**src/rtl/seq_div_pkg.sv**
```systemverilog
// Shared definitions for the sequential signed divider: state encoding, default width, counter sizing.
// Latency: n/a (types and constants only).
// Backpressure: n/a.
package seq_div_pkg;

    typedef enum logic [1:0] {
        IDLE = 2'd0,
        CALC = 2'd1,
        FIX  = 2'd2,
        DONE = 2'd3
    } state_t;

    localparam int DEF_WIDTH = 8;

    // Step counter width: must hold 0..WIDTH-1 with headroom.
    function automatic int cnt_width(input int w);
        return $clog2(w) + 1;
    endfunction

endpackage

```
**src/rtl/seq_div_if.sv**
```systemverilog
// Divider request/result bundle: start/A/B towards the divider, quotient/remainder/ready/div_by_zero back.
// Latency: n/a (wires only).
// Backpressure: level-held start; result is held for as long as start stays high.
// Optional: SEQ_DIV_OVERFLOW_FLAG_EN adds the overflow result bit.
interface seq_div_if
    import seq_div_pkg::*;
#(
    parameter int WIDTH = DEF_WIDTH
);
    logic             start;
    logic [WIDTH-1:0] A;
    logic [WIDTH-1:0] B;
    logic [WIDTH-1:0] quotient;
    logic [WIDTH-1:0] remainder;
    logic             ready;
    logic             div_by_zero;
`ifdef SEQ_DIV_OVERFLOW_FLAG_EN
    logic             overflow;
`endif

    modport master (
        output start, A, B,
`ifdef SEQ_DIV_OVERFLOW_FLAG_EN
        input  overflow,
`endif
        input  quotient, remainder, ready, div_by_zero
    );

    modport slave (
        input  start, A, B,
`ifdef SEQ_DIV_OVERFLOW_FLAG_EN
        output overflow,
`endif
        output quotient, remainder, ready, div_by_zero
    );

endinterface

```
**src/rtl/seq_div_div_step.sv**
```systemverilog
// One restoring-division step: shift in the next dividend bit, trial-subtract the divisor, keep or restore.
// Latency: combinational.
// Backpressure: none.
// Ports: pr_in/pr_out partial remainder (WIDTH+1), dvd_bit next dividend bit, dm divisor magnitude, q_bit quotient bit.
module div_step #(
    parameter int WIDTH = 8
) (
    input  logic [WIDTH:0] pr_in,
    input  logic           dvd_bit,
    input  logic [WIDTH:0] dm,
    output logic [WIDTH:0] pr_out,
    output logic           q_bit
);
    logic [WIDTH+1:0] shifted;
    logic [WIDTH+1:0] diff;

    always_comb begin
        shifted = {pr_in, dvd_bit};
        diff    = shifted - {1'b0, dm};
        // Top bit of the difference is the borrow: clear means the divisor fits.
        q_bit   = ~diff[WIDTH+1];
        pr_out  = q_bit ? diff[WIDTH:0] : shifted[WIDTH:0];
    end

endmodule

```
**src/rtl/seq_div.sv**
```systemverilog
// Sequential signed restoring divider, one quotient bit per clock; quotient truncates toward zero, remainder follows dividend sign.
// Latency: ready after WIDTH+2 edges from the first edge sampling start (2 edges on divide by zero).
// Backpressure: start is level-held; dropping it in any busy/done state clears outputs and returns to IDLE next edge.
// Ports: clk, reset (sync, active-low), bus (seq_div_if.slave). Optional: SEQ_DIV_OVERFLOW_FLAG_EN adds bus.overflow.
module seq_div
    import seq_div_pkg::*;
#(
    parameter int WIDTH = DEF_WIDTH
) (
    input  logic      clk,
    input  logic      reset,
    seq_div_if.slave  bus
);
    localparam int               CNT_W   = cnt_width(WIDTH);
    localparam logic [WIDTH-1:0] MIN_VAL = {1'b1, {(WIDTH-1){1'b0}}};

    state_t           state_q, state_d;
    logic [WIDTH-1:0] a_q, a_d;          // raw dividend, returned as remainder on divide by zero
    logic [WIDTH-1:0] acc_q, acc_d;      // dividend magnitude shifting out, quotient magnitude shifting in
    logic [WIDTH:0]   dm_q, dm_d;        // divisor magnitude
    logic [WIDTH:0]   pr_q, pr_d;        // partial remainder
    logic [CNT_W-1:0] cnt_q, cnt_d;
    logic             neg_quo_q, neg_quo_d;
    logic             neg_rem_q, neg_rem_d;
    logic [WIDTH-1:0] quotient_q, quotient_d;
    logic [WIDTH-1:0] remainder_q, remainder_d;
    logic             ready_q, ready_d;
    logic             dz_q, dz_d;
`ifdef SEQ_DIV_OVERFLOW_FLAG_EN
    logic             ovf_q, ovf_d;
`endif

    logic [WIDTH:0]   step_pr;
    logic             step_q;
    logic [WIDTH-1:0] a_abs;
    logic [WIDTH-1:0] b_abs;

    // Unsigned WIDTH-bit magnitudes are exact even for the most negative operand.
    assign a_abs = bus.A[WIDTH-1] ? (~bus.A + 1'b1) : bus.A;
    assign b_abs = bus.B[WIDTH-1] ? (~bus.B + 1'b1) : bus.B;

    div_step #(.WIDTH(WIDTH)) u_step (
        .pr_in   (pr_q),
        .dvd_bit (acc_q[WIDTH-1]),
        .dm      (dm_q),
        .pr_out  (step_pr),
        .q_bit   (step_q)
    );

    always_comb begin
        state_d     = state_q;
        a_d         = a_q;
        acc_d       = acc_q;
        dm_d        = dm_q;
        pr_d        = pr_q;
        cnt_d       = cnt_q;
        neg_quo_d   = neg_quo_q;
        neg_rem_d   = neg_rem_q;
        quotient_d  = quotient_q;
        remainder_d = remainder_q;
        ready_d     = ready_q;
        dz_d        = dz_q;
`ifdef SEQ_DIV_OVERFLOW_FLAG_EN
        ovf_d       = ovf_q;
`endif

        unique case (state_q)
            IDLE: begin
                if (bus.start) begin
                    a_d       = bus.A;
                    acc_d     = a_abs;
                    dm_d      = {1'b0, b_abs};
                    neg_quo_d = bus.A[WIDTH-1] ^ bus.B[WIDTH-1];
                    neg_rem_d = bus.A[WIDTH-1];
                    pr_d      = '0;
                    cnt_d     = '0;
                    state_d   = (bus.B == '0) ? FIX : CALC;
                end
            end
            CALC: begin
                pr_d  = step_pr;
                acc_d = {acc_q[WIDTH-2:0], step_q};
                cnt_d = cnt_q + 1'b1;
                if (cnt_q == CNT_W'(WIDTH - 1)) begin
                    state_d = FIX;
                end
            end
            FIX: begin
                if (dm_q == '0) begin
                    quotient_d  = '1;
                    remainder_d = a_q;
                    dz_d        = 1'b1;
                end else begin
                    // Negating 2^(WIDTH-1) wraps to itself, which is the intended overflow result.
                    quotient_d  = neg_quo_q ? (~acc_q + 1'b1) : acc_q;
                    remainder_d = neg_rem_q ? (~pr_q[WIDTH-1:0] + 1'b1) : pr_q[WIDTH-1:0];
                end
`ifdef SEQ_DIV_OVERFLOW_FLAG_EN
                // neg_quo ^ neg_rem is the divisor sign; |B|==1 with B negative means B==-1.
                ovf_d = (a_q == MIN_VAL) && (dm_q == (WIDTH+1)'(1)) && (neg_quo_q != neg_rem_q);
`endif
                ready_d = 1'b1;
                state_d = DONE;
            end
            DONE: begin
                // Result held while start stays high.
            end
            default: state_d = IDLE;
        endcase

        // Dropping start aborts a calculation or acknowledges a finished result.
        if ((state_q != IDLE) && !bus.start) begin
            state_d     = IDLE;
            quotient_d  = '0;
            remainder_d = '0;
            ready_d     = 1'b0;
            dz_d        = 1'b0;
`ifdef SEQ_DIV_OVERFLOW_FLAG_EN
            ovf_d       = 1'b0;
`endif
        end
    end

    always_ff @(posedge clk) begin
        if (!reset) begin
            state_q     <= IDLE;
            a_q         <= '0;
            acc_q       <= '0;
            dm_q        <= '0;
            pr_q        <= '0;
            cnt_q       <= '0;
            neg_quo_q   <= 1'b0;
            neg_rem_q   <= 1'b0;
            quotient_q  <= '0;
            remainder_q <= '0;
            ready_q     <= 1'b0;
            dz_q        <= 1'b0;
`ifdef SEQ_DIV_OVERFLOW_FLAG_EN
            ovf_q       <= 1'b0;
`endif
        end else begin
            state_q     <= state_d;
            a_q         <= a_d;
            acc_q       <= acc_d;
            dm_q        <= dm_d;
            pr_q        <= pr_d;
            cnt_q       <= cnt_d;
            neg_quo_q   <= neg_quo_d;
            neg_rem_q   <= neg_rem_d;
            quotient_q  <= quotient_d;
            remainder_q <= remainder_d;
            ready_q     <= ready_d;
            dz_q        <= dz_d;
`ifdef SEQ_DIV_OVERFLOW_FLAG_EN
            ovf_q       <= ovf_d;
`endif
        end
    end

    assign bus.quotient    = quotient_q;
    assign bus.remainder   = remainder_q;
    assign bus.ready       = ready_q;
    assign bus.div_by_zero = dz_q;
`ifdef SEQ_DIV_OVERFLOW_FLAG_EN
    assign bus.overflow    = ovf_q;
`endif

endmodule

```
**src/flat_wrapper.sv**
```systemverilog
// flat-port wrapper written by rule: the top's interface ports become plain ports
module seq_div_flat import seq_div_pkg::*;
#(
    parameter int WIDTH = DEF_WIDTH
)
  (clk, reset, bus_start, bus_A, bus_B, bus_quotient, bus_remainder, bus_ready, bus_div_by_zero);
  seq_div_if #(.WIDTH(WIDTH)) bus_i ();
  input  logic clk;
  input  logic reset;
  input wire logic [$bits(bus_i.start)-1:0] bus_start;
  input wire logic [$bits(bus_i.A)-1:0] bus_A;
  input wire logic [$bits(bus_i.B)-1:0] bus_B;
  output wire logic [$bits(bus_i.quotient)-1:0] bus_quotient;
  output wire logic [$bits(bus_i.remainder)-1:0] bus_remainder;
  output wire logic [$bits(bus_i.ready)-1:0] bus_ready;
  output wire logic [$bits(bus_i.div_by_zero)-1:0] bus_div_by_zero;
  assign bus_i.start = bus_start;
  assign bus_i.A = bus_A;
  assign bus_i.B = bus_B;
  assign bus_quotient = bus_i.quotient;
  assign bus_remainder = bus_i.remainder;
  assign bus_ready = bus_i.ready;
  assign bus_div_by_zero = bus_i.div_by_zero;
  seq_div #(.WIDTH(WIDTH)) u_core (.clk(clk), .reset(reset), .bus(bus_i));
endmodule
```
**config.mk**
```make
export PLATFORM = sky130hd
export DESIGN_NAME = seq_div_flat
export DESIGN_NICKNAME = d
export VERILOG_FILES = /design/src/rtl/seq_div_pkg.sv /design/src/rtl/seq_div_if.sv /design/src/rtl/seq_div_div_step.sv /design/src/rtl/seq_div.sv /design/src/flat_wrapper.sv
export SDC_FILE = /design/constraint.sdc
export NUM_CORES = 1
export LEC_CHECK = 0
export CAP_MARGIN = 20
export CORE_MARGIN = 2
export CORE_UTILIZATION = 48
export DETAILED_ROUTE_END_ITERATION = 8
export PLACE_DENSITY = 0.69
export SYNTH_ARGS = -nofsm -noshare
export SYNTH_HDL_FRONTEND = slang
export SYNTH_SLANG_ARGS = --single-unit
```
**constraint.sdc**
```tcl
create_clock -name clk -period 4.2 [get_ports clk]
set_input_delay 0.63 -clock clk [delete_from_list [all_inputs] [get_ports clk]]
set_output_delay 0.63 -clock clk [all_outputs]
set_load 0.01 [all_outputs]
```
Yosys cells after proc, flatten, opt, wreduce, memory -nomap -nowiden. Index checks and enable logic that the tools add are counted.

$add $sub $neg: 6. Eq/ne operators: 5. Muxes and demuxes: 17. Bitwise logic cells: 7. Reductions and logical operators: 13.

Operators by type and width (number): 8-bit two-way mux (7); 8-bit by 1-bit adder with 8-bit output, second input constant (4); 8-bit NOT (4); 9-bit two-way mux (2); 9-bit case mux with 2 select lines (1); 8-bit case mux with 2 select lines (1); 10-bit by 8-bit subtractor with 10-bit output (1); 9-bit logical NOT (1); 8-bit logical NOT (1); 4-bit case mux with 2 select lines (1); 2-bit two-way mux (3); 2-bit case mux with 3 select lines (1); 2-bit AND reduction (3); 4-bit by 1-bit adder with 4-bit output, second input constant (1); 4-bit by 3-bit equality test with 1-bit output, second input constant (1); 4-bit two-way mux (1); 2-bit nonzero test (2); 3-bit AND reduction (1); 3-bit nonzero test (1); 2-bit by 1-bit equality test with 1-bit output, second input constant (1); 2-bit equality test, second input constant (1); 2-bit logical NOT (1); 2-bit by 1-bit != test with 1-bit output, second input constant (1); 2-bit != test, second input constant (1); 5 further kinds (6).

Flip-flop bits (word level): 59. Input port bits: 19. Output and inout bits: 18. Word-level logic and storage cells: 60.

Logic depth before layout (Yosys ltp). Gate-level depths: netlist of run 1.

Word-level depth: 5. Gate-level depth with buffers: 10. Depth with buffers taken out: 10.

By module. Synthesis of run 1 repeated with hierarchy kept, for this count alone.

Cell total of the unflattened synthesis: 433. Area, all modules: 3565.9 µm².

By module, submodules not included: seq_div (instances 1, cells each 364, area each 2997.9 µm², seq. area each 1161.1 µm²); div_step (instances 1, cells each 69, area each 568.0 µm², seq. area each 0.0 µm²).

Worst setup path before layout of run 1. Ideal clock, no wire load.

Kind: register to register. Start point: reg u_core.pr_q[6]. End point: reg u_core.pr_q[3]. Setup time: 120 ps. Arrival time: 2008 ps. Required time: 4080 ps. Path slack: 2072 ps. Stages on the path, launching flop included: 8. Path buffers: 1. Clock period less this slack: 2128 ps. Cell sequence: dfxtp_1 ha_1 and3_1 a221oi_1 a21boi_2 buf_2 o211ai_1 o31a_1.

Longest elaborated chain between the ends: 3.

RTL lines: start: declaration (line seq_div.sv:21) `logic [WIDTH:0] pr_q, pr_d;`; start signal: assignment (line seq_div.sv:146) `pr_q <= pr_d;`; 10-bit by 8-bit subtractor with 10-bit output (line seq_div_div_step.sv:19) `diff = shifted - {1'b0, dm};`; 9-bit two-way mux (line seq_div_div_step.sv:22) `pr_out = q_bit ? diff[WIDTH:0] : shifted[WIDTH:0];`; 9-bit case mux with 2 select lines (line seq_div.sv:67) `unique case (state_q)`.

No other way between the ends. A chain may end at the register's enable or synchronous reset.

Final worst setup path of run 1.
Start point: reg u_core.pr_q[3]. End point: reg u_core.pr_q[5].

Same word-level chain as after synthesis.

==> metrics.md, run 1 <==
| Metric | Value |
|---|---|
| Status | `finished, final reports clean` |
| RSZ-0062 raised after global routing | `false` |
| WP data arrival | `2.76 ns` |
| P per Cell Area | `654.8 mW/mm^2` |
| Clock Power Share | `0.195` |
| Nets | `503` |
| Clk slew on worst S/H paths | `0.06 ns` |
| Synth area leader | `dfxtp_1` |
| FMAX | `393.9 MHz` |
| Syn_nets | `480` |
| Number of post-CTS setup repair buffers | `0` |
| Hold Fails Final Rpt | `0` |
| Post-Route WL | `8165 um` |
| CTS Root Cell | `clkbuf_8` |
| CTS H-tree depth | `3` |
| Post-DR wirelength/cell | `14.32 um` |
| Fin Setup TNS | `0 ns` |
| Post-synth EDFFs | `0` |
| CP cell instances | `ha_1 -> a21o_1 -> a221oi_1 -> a21boi_2 -> xnor2_2 -> mux2i_1 -> o21ai_1` |
| Clock latency on the worst-skew pair | `0.33 ns` |
| CP Buf/Inv Count | `0` |
| IO Pins | `37` |
| Seq cells post-synth | `58` |
| Internal Pwr Total | `1.565 mW` |
| Period minus WS final | `2.539 ns` |
| DRT iter0 DRCs | `170` |
| Detailed placement HPWL | `6089 um` |
| Ys flop type | `dfxtp_1` |
| CORE AREA | `0.007137 mm^2` |
| Vias per inst | `5.556` |
| Chip width | `89.33 um` |
| Crit end category | `register` |
| Placement Cell Area | `0.003882 mm^2` |
| Clock Path Buffers | `2` |
| Cells after synthesis | `443` |
| Final slew viol count | `0` |
| Most used routing layer in global routing | `met2` |
| Post-CTS Hold Buffers | `0` |
| Reg power frac | `0.308` |
| Yosys warnings | `0` |
| Number of global-route vias before repair | `2883` |
| Site Rows | `31` |
| Comb power frac | `0.497` |
| Inserted Clock Buffers | `9` |
| Via Count | `3167` |
| Synth cell types | `57` |
| Met2 GRT Util | `0.3576` |
| Top cells by count, synth | `60 x nand2_1, 58 x dfxtp_1, 54 x nor2_1, 32 x a21oi_1, 24 x inv_1` |
| Total track usage | `0.2160` |
| Slew Limit Headroom | `0.2870` |
| Synth area leaders | `dfxtp_1 33%, nand2_1 6.4%, ha_1 6.1%` |
| Finished Cell Area | `0.004088 mm^2` |
| Top Family by Delay on Critical Path | `compound AO/OA/AOI/OAI gates` |
| Filler Cell Count | `692` |
| Initial core utilization | `0.4897` |
| Worst-Margin Slew | `1.069 ns` |
| Layout cells sized above 1 | `0.05520` |
| Crit Path Class | `register to register` |
| Routability congestion estimate | `0.8581` |
| Area of the mapped netlist | `0.003495 mm^2` |
| Synth top area share | `0.3323` |
| Worst path max stage delay | `0.56 ns` |
| 1st-pass router iterations | `4` |
| Slowest library cell on the worst path | `a21boi_2` |
| GRT met3 Usage | `0.05817` |
| CTS sink count | `58` |
| Async set or reset register ratio after synthesis | `0` |
| Area delta synth->final | `16.97%` |
| CP max FO | `14` |
| Psw | `1.112 mW` |
| Final setup vio count | `0` |
| Final antenna-violating net count | `0` |
| First-pass GRT wire length | `13190 um` |
| Sw frac | `0.4155` |
| Die area | `0.007979 mm^2` |
| CTS tree | `built` |
| Port Buf Inserts | `36` |
| Worst hold path class | `register to register` |
| Leakage power | `1.536 nW` |
| Top-count cell post-synth | `nand2_1` |
| Sequential element share of the synthesized area | `0.3323` |
| Max Cap Viol | `0` |
| Largest net degree at the start of global routing | `32` |
| CP startpoint kind | `register` |
| Antenna violations before repair | `0` |
| Avg Cell Area, Syn | `7.888 um^2` |
| Clk_skew | `0.01072 ns` |
| Max VDD drop | `437.2 uV` |
| Fin crit share | `0.6044` |
| GR Layer Usage met1 | `0.2662` |
| Endpoint required time on the critical path | `4.42 ns` |
| Chip height | `89.33 um` |
| Grt total ovfl | `0` |
| Diode count | `0` |
| Post-CTS sizing | `0` |
| Remaining DRCs | `0` |
## per-stage QoR
step,hold WS [ns],instances,total power [mW],worst slack [ns],util
final,0.4586,570,2.677,1.661,0.5728
after CTS,0.4581,569,2.673,1.663,0.5717
after detailed placement,0.4483,553,2.151,1.672,0.5440
after global placement,0.4434,553,2.118,1.744,0.5440
after floorplan,0.4366,443,1.821,2.072,-
after global routing,0.4737,570,2.881,1.455,0.5728
## cells in the final DEF (no fill, tap or decap), types with 6 or more instances in the layout
cell / instances
nand2b_1: 7
o21ai_1: 8
dfxtp_1: 58
ha_1: 17
xor2_1: 9
clkbuf_8: 11
o21ai_0: 10
nand2_1: 60
clkdlybuf4s50_1: 36
a211oi_1: 11
a311oi_1: 6
a21oi_1: 32
o31ai_1: 7
nor2_1: 54
inv_1: 24
nor4_1: 6
nand3_1: 8
mux2i_1: 16
xnor2_1: 17
## logic make-up after synthesis
family | after synthesis | synth area share
mux | 17 | 0.04905
flops | 58 | 0.3323
buf+inv | 51 | 0.05764
fa+ha+maj | 18 | 0.06659
compound gates | 109 | 0.2069
simple gates | 163 | 0.2177
xor+xnor | 27 | 0.06982
## flip-flops by register name (all words and copies together), names as in the netlist, 2 cells and up
signal / flops
u_core.pr_q: 9
u_core.bus.quotient: 8
u_core.state_q: 2
u_core.bus.remainder: 8
u_core.acc_q: 8
u_core.a_q: 8
u_core.cnt_q: 4
u_core.dm_q: 8
## metal layers
layer	up-vias	wire [um]
met2	91	3923
met3	17	486
met4	0	157
met1	1469	3597
li1	1590	-
met5	-	0
## worst register-to-register path, cell delays in order (launching register included)
cell      delay, ns
dfxtp_1        0.51
ha_1           0.33
a21o_1         0.22
a221oi_1       0.22
a21boi_2       0.56
xnor2_2        0.27
mux2i_1        0.25
o21ai_1        0.07
## cell type report
type | instances | area [um^2] | share of cell area
clock buffers | 14 | 162.7 | 0.03979
clock inverters | 2 | 35.03 | 0.008571
flip-flops and latches | 58 | 1161 | 0.2841
inverters | 25 | 93.84 | 0.02296
repair buffers | 38 | 375.4 | 0.09183
well taps | 99 | 123.9 | 0.03030
multi-input cells | 334 | 2136 | 0.5225
## final timing paths
path / end / start / cells after the start / slack (ns)
min reg2reg: u_core.a_q[0] / u_core.a_q[0] / 2 / 0.46
max reg2reg: u_core.pr_q[5] / u_core.pr_q[3] / 7 / 1.66
min: u_core.a_q[0] / u_core.a_q[0] / 2 / 0.46
max: u_core.pr_q[5] / u_core.pr_q[3] / 7 / 1.66
## power groups by stage
stage          registers, mW  clock network (mW)  logic [mW]
2_1_floorplan          0.803                   0        1.02
4_1_cts                0.823               0.529        1.32
3_5_place_dp           0.835                   0        1.32
3_3_place_gp           0.831                   0        1.29
6_report               0.825               0.522        1.33
5_1_grt                0.844               0.564        1.47
(Power assumes the default switching activity.)
==> inputs of run 2 (changes only) <==
--- a/config.mk
+++ b/config.mk
@@ -9,7 +9,7 @@
 export CORE_MARGIN = 2
 export CORE_UTILIZATION = 48
 export DETAILED_ROUTE_END_ITERATION = 8
-export PLACE_DENSITY = 0.69
+export PLACE_DENSITY = 0.72
 export SYNTH_ARGS = -nofsm -noshare
 export SYNTH_HDL_FRONTEND = slang
 export SYNTH_SLANG_ARGS = --single-unit
==> constraint.sdc (replaced) <==
create_clock -name clk -period 2.1 [get_ports clk]
set_input_delay 0.315 -clock clk [delete_from_list [all_inputs] [get_ports clk]]
set_output_delay 0.315 -clock clk [all_outputs]
set_load 0.01 [all_outputs]
==> run 2 against run 1 <==
Against the previous run: the run now ends with setup timing left; cell count increased by 6.5%; first-iteration DRC count rose by 24%; highest routed layer unchanged; combinational power up 150%; clock power is 110% higher; routed wire length rose by 9.6%; critical path depth is 3 higher; worst setup slack worse by 1.7 ns.
==> metrics.md, run 2 (synthesis gave the netlist of run 1 again) <==
| Metric | Value |
|---|---|
| Status | `finished with violations` |
| Failing checks | `setup timing` |
| Chip height | `89.33 um` |
| Routability congestion estimate | `0.8612` |
| Commonest non-fill, non-tap cell in the layout | `nand2_1` |
| Clk slew on worst S/H paths | `0.07 ns` |
| CTS H-tree depth | `3` |
| 1st-pass router iterations | `4` |
| CP startpoint kind | `register` |
| CP max FO | `3` |
| Clock latency on the worst-skew pair | `0.34 ns` |
| Die area | `0.007979 mm^2` |
| Post-CTS Hold Buffers | `0` |
| Top Family by Delay on Critical Path | `compound AO/OA/AOI/OAI gates` |
| CP Buf/Inv Count | `2` |
| Slowest library cell on the worst path | `o41a_1` |
| Antenna violations before repair | `0` |
| Remaining DRCs | `0` |
| Nets | `541` |
| Clock Path Buffers | `2` |
| First-pass GRT wire length | `14460 um` |
| Chip width | `89.33 um` |
| Filler Cell Count | `643` |
| Area delta synth->final | `29.57%` |
| Final core utilization | `0.6345` |
| CTS Root Cell | `clkbuf_8` |
| Worst path max stage delay | `0.42 ns` |
| CTS sink count | `58` |
| Finished Cell Area | `0.004528 mm^2` |
| CTS tree | `built` |
| Finished Layout Cells | `607` |
| IO Pins | `37` |
| Period minus WS final | `2.108 ns` |
| RSZ-0062 raised after global routing | `true` |
| Place WS | `-0.08069 ns` |
| Final slew viol count | `0` |
| FMAX | `474.3 MHz` |
| Placement Cell Area | `0.004134 mm^2` |
| Leakage power | `1.751 nW` |
| Site Rows | `31` |
| CP cell instances | `inv_2 -> ha_4 -> inv_2 -> fa_2 -> a211oi_2 -> nor2_2 -> o41a_1 -> a211oi_2 -> nand2_1 -> nand3_1` |
| Setup slack, reg-to-reg | `-0.008 ns` |
| Total track usage | `0.2356` |
| P per Cell Area | `1329 mW/mm^2` |
| Port Buf Inserts | `36` |
| Max Cap Viol | `0` |
| Largest net degree at the start of global routing | `32` |
| Post-DR wirelength/cell | `14.75 um` |
| Inserted Clock Buffers | `9` |
| Crit end category | `register` |
| Fin crit share | `1.004` |
| Crit Path Class | `register to register` |
| Post-Route WL | `8952 um` |
| WP data arrival | `2.39 ns` |
| Final antenna-violating net count | `0` |
| Final setup vio count | `2` |
| Detailed placement HPWL | `6306 um` |
| Initial core utilization | `0.4897` |
| Final WS setup | `-0.008452 ns` |
| Grt total ovfl | `0` |
| Number of global-route vias before repair | `3152` |
| Via Count | `3343` |
| CORE AREA | `0.007137 mm^2` |
| Layout cells sized above 1 | `0.1693` |
| Dpl cells | `587` |
| DRT iter0 DRCs | `211` |
| Hold Fails Final Rpt | `0` |
| Diode count | `0` |
| Worst hold path class | `register to register` |
| Clk_skew | `0.006362 ns` |
| Max FFs per register | `9` |
| Endpoint required time on the critical path | `2.38 ns` |
| Most frequent cells in the layout | `60 x nand2_1, 53 x nor2_1, 52 x dfxtp_1` |
| Overall Power | `6.020 mW` |
| Max VDD drop | `646.5 uV` |
| Slew Limit Headroom | `0.5162` |
| Register name with the most flops | `u_core.pr_q` |
| Worst-Margin Slew | `0.7247 ns` |
| Vias per inst | `5.507` |
## run 2: cell count changes in the layout (fill, tap and decap cells not counted), moves of 2 or more
cell and change:
dfxtp_1 -6, buf_6 +2, dfxtp_2 +6, ha_4 +6, a211oi_1 -2, inv_1 -2, clkbuf_1 -2, inv_2 +2
ha_1 -7, buf_4 +36
## run 2: final cells by class
type / count / area (um^2) / share of cell area
Tap cell: 99 / 123.9 / 0.02736
Sequential cell: 58 / 1169 / 0.2581
Clock inverter: 2 / 35.03 / 0.007737
Timing Repair Buffer: 76 / 668.1 / 0.1476
Inverter: 25 / 93.84 / 0.02072
Multi-Input combinational cell: 334 / 2270 / 0.5012
Clock buffer: 13 / 168.9 / 0.03730
## run 2: worst register-to-register path, cell delays in order (launching register included)
cell	delay, ns
dfxtp_2	0.33
inv_2	0.07
ha_4	0.13
inv_2	0.03
fa_2	0.36
a211oi_2	0.27
nor2_2	0.09
o41a_1	0.42
a211oi_2	0.19
nand2_1	0.08
nand3_1	0.08
## run 2: through the flow
stage	TNS (ns)	hold slack, ns
after CTS	0	0.4587
after detailed placement	-0.1268	0.4516
final	-0.01067	0.4566
after global placement	0	0.4460
after global routing	-0.1518	0.4799
after floorplan	0	0.4366
## run 2: worst paths after layout
path | depth (start not counted) | end | startpoint
setup / recovery | 10 | u_core.pr_q[8] | u_core.acc_q[7]
hold / removal | 2 | u_core.a_q[4] | u_core.a_q[4]
hold reg to reg | 2 | u_core.a_q[4] | u_core.a_q[4]
setup reg to reg | 10 | u_core.pr_q[8] | u_core.acc_q[7]
## run 2: timing repair
| action | 4_1_cts | 5_1_grt |
|---|---|---|
| endpoints found under the setup margin | 6 | 9 |
| resized for setup | 8 | 21 |
| setup buffers | 1 | 4 |
| gates cloned | 0 | 0 |
| pin swaps | 2 | 12 |
## run 2: routing by layer
metal / track usage / vias to the layer above / share of wire
met5: 0 / - / 0
met4: 0.08548 / 0 / 0.019
met3: 0.04617 / 16 / 0.034
met2: 0.4121 / 89 / 0.50
met1: 0.2864 / 1564 / 0.44
li1: - / 1674 / -
## run 2: where the power goes
| part | internal [mW] | switching, mW | leakage, nW |
|---|---|---|---|
| combinational | 1.55 | 1.76 | 1.17 |
| clock | 0.637 | 0.447 | 0.106 |
| sequential | 1.37 | 0.254 | 0.476 |
==> inputs of run 3 (changes only) <==
--- a/config.mk
+++ b/config.mk
@@ -8,6 +8,7 @@
 export CAP_MARGIN = 20
 export CORE_MARGIN = 2
 export CORE_UTILIZATION = 48
+export CTS_BUF_LIST = sky130_fd_sc_hd__clkbuf_4 sky130_fd_sc_hd__clkbuf_8
 export DETAILED_ROUTE_END_ITERATION = 8
 export PLACE_DENSITY = 0.72
 export SYNTH_ARGS = -nofsm -noshare
==> run 3 against run 2 <==
Against the previous run: the flow still finishes with violations (setup timing); sequential share of layout area barely moved; cell count is the same; count of clock-buffer cells in the layout stayed put; routed wire length increased by 0.18%; critical path type unchanged; critical endpoint unchanged; largest cell class unchanged.
==> metrics.md, run 3 (synthesis gave the netlist of run 1 again) <==
| Metric | Value |
|---|---|
| Status | `finished with violations` |
| Failing checks | `setup timing` |
| Clk_skew | `0.008892 ns` |
| Crit Path Class | `register to register` |
| Clock Path Buffers | `2` |
| CTS tree | `built` |
| Via Count | `3339` |
| Comb power frac | `0.548` |
| Slew Limit Headroom | `0.5140` |
| Inserted Clock Buffers | `9` |
| Initial core utilization | `0.4897` |
| Final setup vio count | `2` |
| Endpoint required time on the critical path | `2.38 ns` |
| Post-DR wirelength/cell | `14.77 um` |
| Largest net degree at the start of global routing | `32` |
| Max VDD drop | `645.9 uV` |
| Chip height | `89.33 um` |
| Reg power frac | `0.269` |
| CTS H-tree depth | `3` |
| Leakage power | `1.754 nW` |
| Max FFs per register | `9` |
| Cell count of the worst reg-to-reg path | `10` |
| Detailed placement HPWL | `6306 um` |
| Final antenna-violating net count | `0` |
| Clk slew on worst S/H paths | `0.07 ns` |
| Fin crit share | `1.005` |
| Port Buf Inserts | `36` |
| Period minus WS final | `2.111 ns` |
| Register name with the most flops | `u_core.pr_q` |
| Post-CTS Hold Buffers | `0` |
| Fin Setup TNS | `-0.01265 ns` |
| Worst hold path class | `register to register` |
| Area delta synth->final | `29.68%` |
| CTS Root Cell | `clkbuf_8` |
| Psw | `2.459 mW` |
| Overall Power | `6.033 mW` |
| Sw frac | `0.4077` |
| WP data arrival | `2.40 ns` |
| CORE AREA | `0.007137 mm^2` |
| Clock latency on the worst-skew pair | `0.35 ns` |
| Final WS setup | `-0.01119 ns` |
| Hold path depth | `2` |
| Routability congestion estimate | `0.8612` |
| Worst-Margin Slew | `0.7280 ns` |
| Nets | `541` |
| RSZ-0062 raised after global routing | `true` |
| Commonest non-fill, non-tap cell in the layout | `nand2_1` |
| CP max FO | `3` |
| CP startpoint kind | `register` |
| Vias per inst | `5.501` |
| Internal Pwr Total | `3.574 mW` |
| Number of global-route vias before repair | `3168` |
| Diode count | `0` |
| Most frequent cells in the layout | `60 x nand2_1, 53 x nor2_1, 52 x dfxtp_1` |
| Dpl cells | `587` |
| Finished Layout Cells | `607` |
| Crit end category | `register` |
| Total track usage | `0.2348` |
| DRT iter0 DRCs | `220` |
| P per Cell Area | `1331 mW/mm^2` |
| Remaining DRCs | `0` |
| Grt total ovfl | `0` |
| Final slew viol count | `0` |
| Clock Power Share | `0.182` |
| FMAX | `473.7 MHz` |
| IO Pins | `37` |
| Die area | `0.007979 mm^2` |
| Worst hold margin | `0.4569 ns` |
| Max Cap Viol | `0` |
| CTS sink count | `58` |
| Final core utilization | `0.6350` |
| Site Rows | `31` |
| Antenna violations before repair | `0` |
| Hold Fails Final Rpt | `0` |
| Chip width | `89.33 um` |
| Layout cells sized above 1 | `0.1713` |
| 1st-pass router iterations | `6` |
| First-pass GRT wire length | `14420 um` |
| Post-Route WL | `8968 um` |
-- run 3: timing repair --
action                                 in CTS  in global routing
gates resized for setup                     8                 21
buffers inserted                            1                  4
endpoints found under the hold margin       0                  0
pin swaps                                   2                 12
setup endpoints to repair                   6                  9
-- run 3: per-layer routing --
metal	up-vias	global-route usage	part of all wire
met4	0	0.08684	0.020
met1	1564	0.2842	0.44
met5	-	0	0
met2	85	0.4108	0.50
met3	19	0.04709	0.037
li1	1671	-	-
-- run 3: critical path, stage by stage (launching register included) --
cell and delay [ns]:
dfxtp_2 0.33, inv_2 0.07, ha_4 0.13, inv_2 0.03, fa_2 0.37, a211oi_2 0.27, nor2_2 0.09, o41a_1 0.42
a211oi_2 0.19, nand2_1 0.08, nand3_1 0.08
-- run 3: final timing paths --
kind / startpoint / endpoint / slack [ns]
max: u_core.acc_q[7] / u_core.pr_q[8] / -0.01
min: u_core.a_q[4] / u_core.a_q[4] / 0.46
max reg2reg: u_core.acc_q[7] / u_core.pr_q[8] / -0.01
min reg2reg: u_core.a_q[4] / u_core.a_q[4] / 0.46
-- run 3: area by class of cell --
cell class              instances  area (um^2)
fillers                       641         2605
well taps                      99        123.9
multi-input cells             334         2270
clock inverters                 2        35.03
clock buffers                  13        172.7
inverters                      25        93.84
flip-flops and latches         58         1169
repair buffers                 76        668.1
-- run 3: metrics by stage --
stage,worst slack [ns],area [um^2]
floorplan,0.005217,3497
global placement,0.02742,4134
detailed placement,-0.08069,4134
CTS,0.003930,4393
global route,-0.1029,4532
finish,-0.01119,4532
-- run 3: power by group through the flow --
stage / clock network [mW] / registers [mW] / logic, mW
2_1_floorplan: 0 / 1.61 / 2.05
3_3_place_gp: 0 / 1.61 / 2.86
3_5_place_dp: 0 / 1.63 / 2.94
4_1_cts: 1.10 / 1.61 / 3.10
5_1_grt: 1.16 / 1.66 / 3.63
6_report: 1.10 / 1.63 / 3.31
